**src/rtl/instr_fetch_pkg.sv**
```systemverilog
// Shared definitions for the instruction fetch/sequencer: FSM encodings,
// special words, defaults and the cpu opcode map.
package instr_fetch_pkg;

  typedef enum logic [2:0] {
    IDLE  = 3'd0,
    FETCH = 3'd1,
    FWAIT = 3'd2,
    LOAD  = 3'd3,
    START = 3'd4,
    EXEC  = 3'd5,
    HALT  = 3'd6,
    ERR   = 3'd7
  } state_t;

  localparam logic [15:0] HALT_WORD   = 16'hE000;
  localparam int          DEF_TIMEOUT = 16;
  localparam int          DEF_ADDR_W  = 8;

  // cpu opcodes live in the top nibble of the instruction word
  localparam logic [3:0] OP_ADD  = 4'h1;
  localparam logic [3:0] OP_SUB  = 4'h2;
  localparam logic [3:0] OP_CMP  = 4'h5;
  localparam logic [3:0] OP_MVN  = 4'hB;
  localparam logic [3:0] OP_MOV  = 4'hD;
  localparam logic [3:0] OP_HALT = 4'hE;

  function automatic logic is_known_op(input logic [15:0] word);
    case (word[15:12])
      OP_ADD, OP_SUB, OP_CMP, OP_MVN, OP_MOV: return 1'b1;
      default:                                return 1'b0;
    endcase
  endfunction

  function automatic logic [15:0] sat_inc16(input logic [15:0] v);
    return (v == 16'hFFFF) ? v : v + 16'd1;
  endfunction

endpackage

```
**src/rtl/instr_fetch_wdog.sv**
```systemverilog
// Watchdog for the START handshake: counts cycles spent waiting for the cpu
// to accept s, flagging expiry on the TIMEOUT-th cycle.
module wdog_counter #(
  parameter int TIMEOUT = 16
) (
  input  logic clk,
  input  logic rst,
  input  logic clr,
  input  logic en,
  output logic expired
);

  localparam int CW = (TIMEOUT > 1) ? $clog2(TIMEOUT) : 1;

  logic [CW-1:0] cnt_q, cnt_d;

  assign expired = (cnt_q == CW'(TIMEOUT - 1));

  always_comb begin
    cnt_d = cnt_q;
    if (clr)
      cnt_d = '0;
    else if (en && !expired)
      cnt_d = cnt_q + 1'b1;
  end

  always_ff @(posedge clk or posedge rst) begin
    if (rst) cnt_q <= '0;
    else     cnt_q <= cnt_d;
  end

endmodule

```
**src/rtl/instr_fetch.sv**
```systemverilog
// Instruction sequencer: fetches a word, hands it to the cpu with load/s,
// waits for completion on w, then retires and advances pc.
module instr_fetch
  import instr_fetch_pkg::*;
#(
  parameter int ADDR_W  = DEF_ADDR_W,
  parameter int TIMEOUT = DEF_TIMEOUT
) (
  input  logic              clk,
  input  logic              reset,
  input  logic              run,
  output logic [ADDR_W-1:0] mem_addr,
  input  logic [15:0]       mem_rdata,
  output logic [15:0]       in,
  output logic              load,
  output logic              s,
  input  logic              w,
  output logic [ADDR_W-1:0] pc,
  output logic [15:0]       retired,
  output logic              halted,
  output logic              error
);

  state_t            state_q, state_d;
  logic [ADDR_W-1:0] pc_q, pc_d;
  logic [15:0]       retired_q, retired_d;
  logic [15:0]       ir_q, ir_d;
  logic [15:0]       in_q, in_d;
  logic              wd_expired;

  wdog_counter #(.TIMEOUT(TIMEOUT)) u_wdog (
    .clk     (clk),
    .rst     (reset),
    .clr     (state_q != START),
    .en      (state_q == START),
    .expired (wd_expired)
  );

  // state register
  always_ff @(posedge clk or posedge reset) begin
    if (reset) state_q <= IDLE;
    else       state_q <= state_d;
  end

  // next-state logic
  always_comb begin
    state_d = state_q;
    case (state_q)
      IDLE:  if (run && w) state_d = FETCH;
      FETCH: state_d = FWAIT;
      FWAIT: state_d = (mem_rdata == HALT_WORD) ? HALT : LOAD;
      LOAD:  state_d = START;
      START: begin
        if (!w)              state_d = EXEC;
        else if (wd_expired) state_d = ERR;
      end
      // run is only consulted here, so dropping it never aborts an instruction
      EXEC:  if (w) state_d = run ? FETCH : IDLE;
      HALT:  state_d = HALT;
      ERR:   state_d = ERR;
      default: state_d = IDLE;
    endcase
  end

  // outputs decoded from state so reset removes s/load without waiting for a clock
  always_comb begin
    load   = 1'b0;
    s      = 1'b0;
    halted = 1'b0;
    error  = 1'b0;
    case (state_q)
      LOAD:    load   = 1'b1;
      START:   s      = 1'b1;
      HALT:    halted = 1'b1;
      ERR:     error  = 1'b1;
      default: ;
    endcase
  end

  // in shows the fresh word during LOAD and keeps it afterwards; a HALT word never reaches it
  assign in       = (state_q == LOAD) ? ir_q : in_q;
  assign mem_addr = pc_q;
  assign pc       = pc_q;
  assign retired  = retired_q;

  always_comb begin
    pc_d      = pc_q;
    retired_d = retired_q;
    ir_d      = ir_q;
    in_d      = in_q;
    if (state_q == FWAIT)
      ir_d = mem_rdata;
    if (state_q == LOAD)
      in_d = ir_q;
    if (state_q == EXEC && w) begin
      pc_d      = pc_q + 1'b1;
      retired_d = sat_inc16(retired_q);
    end
  end

  always_ff @(posedge clk or posedge reset) begin
    if (reset) begin
      pc_q      <= '0;
      retired_q <= '0;
      ir_q      <= '0;
      in_q      <= '0;
    end else begin
      pc_q      <= pc_d;
      retired_q <= retired_d;
      ir_q      <= ir_d;
      in_q      <= in_d;
    end
  end

endmodule

```
**config.mk**
```make
export PLATFORM = sky130hd
export DESIGN_NAME = instr_fetch
export DESIGN_NICKNAME = d
export VERILOG_FILES = /design/src/rtl/instr_fetch_pkg.sv /design/src/rtl/instr_fetch_wdog.sv /design/src/rtl/instr_fetch.sv
export SDC_FILE = /design/constraint.sdc
export NUM_CORES = 1
export LEC_CHECK = 0
export ABC_AREA = 1
export CORE_MARGIN = 1.5
export CORE_UTILIZATION = 35
export DETAILED_ROUTE_END_ITERATION = 7
export GPL_TIMING_DRIVEN = 0
export PLACE_DENSITY = 0.6
export SETUP_SLACK_MARGIN = 0.3
export SYNTH_ARGS = -nofsm -noshare
export SYNTH_HDL_FRONTEND = slang
export SYNTH_HIERARCHICAL = 1
export SYNTH_SLANG_ARGS = --single-unit
```
**constraint.sdc**
```tcl
create_clock -name clk -period 3.6 [get_ports clk]
set_clock_uncertainty 0.05 [all_clocks]
set_input_delay 0.54 -clock clk [delete_from_list [all_inputs] [get_ports clk]]
set_output_delay 0.54 -clock clk [all_outputs]
set_load 0.02 [all_outputs]
```
==> results.ini <==
[pwr]
peakVddDrop_mv=0.235
p_per_area_nw_per_um2=672
p_leak_nw=2.00
p_total_mw=2.84

[clocking]
cts-buffers-inserted=9
clkLatencyLatePin_ps=330
cts_tree=built
htree_levels=3
clock-sinks=63
postCtsSetupBuffers=0
cts_resized=0
clk_path_buf_depth=2
clk_pin_slew_ps=70
cts_root_buf=clkbuf_8
hold_buffers=0

[logic_synthesis]
async_flop_share_pct=100
ys.flop_type=dfrtp_1
synth_fp_nets=430
yosys-top-cells-count=154 x nand2_1, 63 x dfrtp_1, 43 x inv_1
yosysSeqAreaShare_pct=49.5
yosysUniqueCellTypes=29
synth-edff-count=0
ys_seq_elements=63
synth_top_area_share_pct=49.5
yosysWarnings=6
netlist_instances=407
synth_area_leaders=dfrtp_1 50%, nand2_1 18%, o21ai_0 5.8%, inv_1 5.1%, nor2_1 3.4%
synth.avg_cell_area_um2=7.82
yosys.area.top_type=dfrtp_1
syn-cell-area_um2=3180
yosysMostFrequentCell=nand2_1

[route]
firstDrtPassIters=5
remaining_drc_errors=0
postRouteAntennaNets=0
dr.first_iter.drc_count=53
wl_mm=7.06
dr_total_vias=2793
wire_per_inst_um=11.7
vias_per_cell=4.63

[sta]
setup-violations-final=0
slew_violations=0
rsz0062_at_grt=false
fin_crit_sh_pct=84.8
clock.fmax_mhz=328
tightest_slew_ps=538
hold_violations=0
final.setup.worst_slack_ps=548
slew-limit-headroom_pct=63.9
fin_setup_tns_ps=0
finalCriticalPeriod_ps=3050

[setup_path]
r2r-end=retired[4]
cp.required_ps=3010
critical-path-top-delay-family=buffers and inverters
path_class=flop to output port
worstPathArrival_ps=2460
worstSetupEndpointType=output port
path_cells=inv_2 > nand3_1 > clkbuf_1 > o21ai_0 > clkdlybuf4s50_1
r2r_start=retired[0]
crit_start=state_q[2]
path_buf_inv=3
reg2reg_depth=9
worst_path_max_delay_cell=clkdlybuf4s50_1
slowest_delay_ps=680
start_kind=flop
r2r_slack_ps=1740
critPathMaxFanout=10

[global_route]
grt_usage_pct=16.4
grt_max_degree=43
grt_pass1_wl_mm=12.9
antenna_found_initial=0
overflow=0
grt_pass1_vias=2860

[placed_design]
dp_hpwl_mm=5.28
routabilityCongestion=0.858
place_inst=587
dp_slack_ps=904
io_buffers=71

[final_layout]
final_nets=513
insertedDiodeCount=0
final_layout_size_suffix_gt1_share_pct=9.09
area_delta_synth_final_pct=32.7
final_cells=603

[floorplanning]
die_w_um=98.3
die_y_um=98.3
rows=34
die_area_um2=9670
ios=72
coreArea_um2=8760
start_util_pct=36.3

[run]
cap_violations=0

[hold_path]
hold_path.class=input port to async pin

[outcome]
status=completed

==> layout make-up <==
| type | count | area [um2] |
|---|---|---|
| Buffer | 17 | 115 |
| Clock buffer | 12 | 155 |
| Clock inverter | 4 | 20.0 |
| Fill cell | 896 | 4540 |
| Inverter | 47 | 180 |
| Multi-Input combinational cell | 280 | 1310 |
| Sequential cell | 63 | 1580 |
| Tap cell | 108 | 135 |
| Timing Repair Buffer | 72 | 731 |
==> where the power goes <==
part / leakage (nW) / internal, mW / total, mW / switching, mW
Sequential: 0.813 / 0.934 / 1.06 / 0.128
Clock: 0.0959 / 0.283 / 0.548 / 0.265
Combinational: 1.09 / 0.524 / 1.23 / 0.705
==> layer usage <==
metal	routed length, um	global-route usage (%)
met4	90	6.18
met3	205	2.93
met1	3380	21.5
met2	3390	27.1
met5	0	0
==> flip-flops by register name, indices dropped and copies added, names as in the netlist <==
signal and cells:
in_q 16, retired 16, state_q 3, u_wdog/cnt_q 4, mem_addr 8, ir_q 16
==> stage by stage <==
stage | instance area (um2) | util (%) | hold slack, ps
floorplan | 3180 | - | 256
global placement | 4030 | 46.0 | 430
global route | 4220 | 48.2 | 414
finish | 4220 | 48.2 | 397
detailed placement | 4050 | 46.2 | 439
CTS | 4220 | 48.2 | 389
==> worst max path at each step <==
stage,depth (start not counted),slack (ps),end
finish,5,550,in[1]
global route,6,340,in[11]
global placement,2,400,in_q[11]
CTS,5,540,in[1]
detailed placement,5,900,in[1]
floorplan,1,1550,in_q[0]
==> cell usage in the layout, fill, tap and decap left out <==
master	n
nand4_1	10
nand3_1	14
clkbuf_1	5
inv_1	42
buf_2	2
nand3_2	1
nor2_2	1
and2_1	1
buf_6	2
nand2_1	154
o21ai_0	37
xor2_1	3
buf_12	1
nor2_4	2
ha_1	3
nand2_2	4
clkdlybuf4s50_1	71
xnor2_1	10
nor3_2	1
dfrtp_1	63
nor3_1	4
o21ai_4	1
a21oi_1	1
clkbuf_8	11
and3_1	1
buf_4	9
nand3b_1	2
inv_4	1
inv_2	3
clkinv_2	5
nor2_1	29
nand2_4	1
==> cell families after synthesis <==
group / count (synthesis) / share of synthesized area, %
buffers and inverters: 64 / 9.28
AOI/OAI and AO/OA: 39 / 6.49
xor gates and xnor gates: 13 / 3.58
and+or+nand+nor: 225 / 29.9
DFF: 63 / 49.5
adders and majority gates: 3 / 1.18
Note: power is estimated with default switching activity, not from simulation.
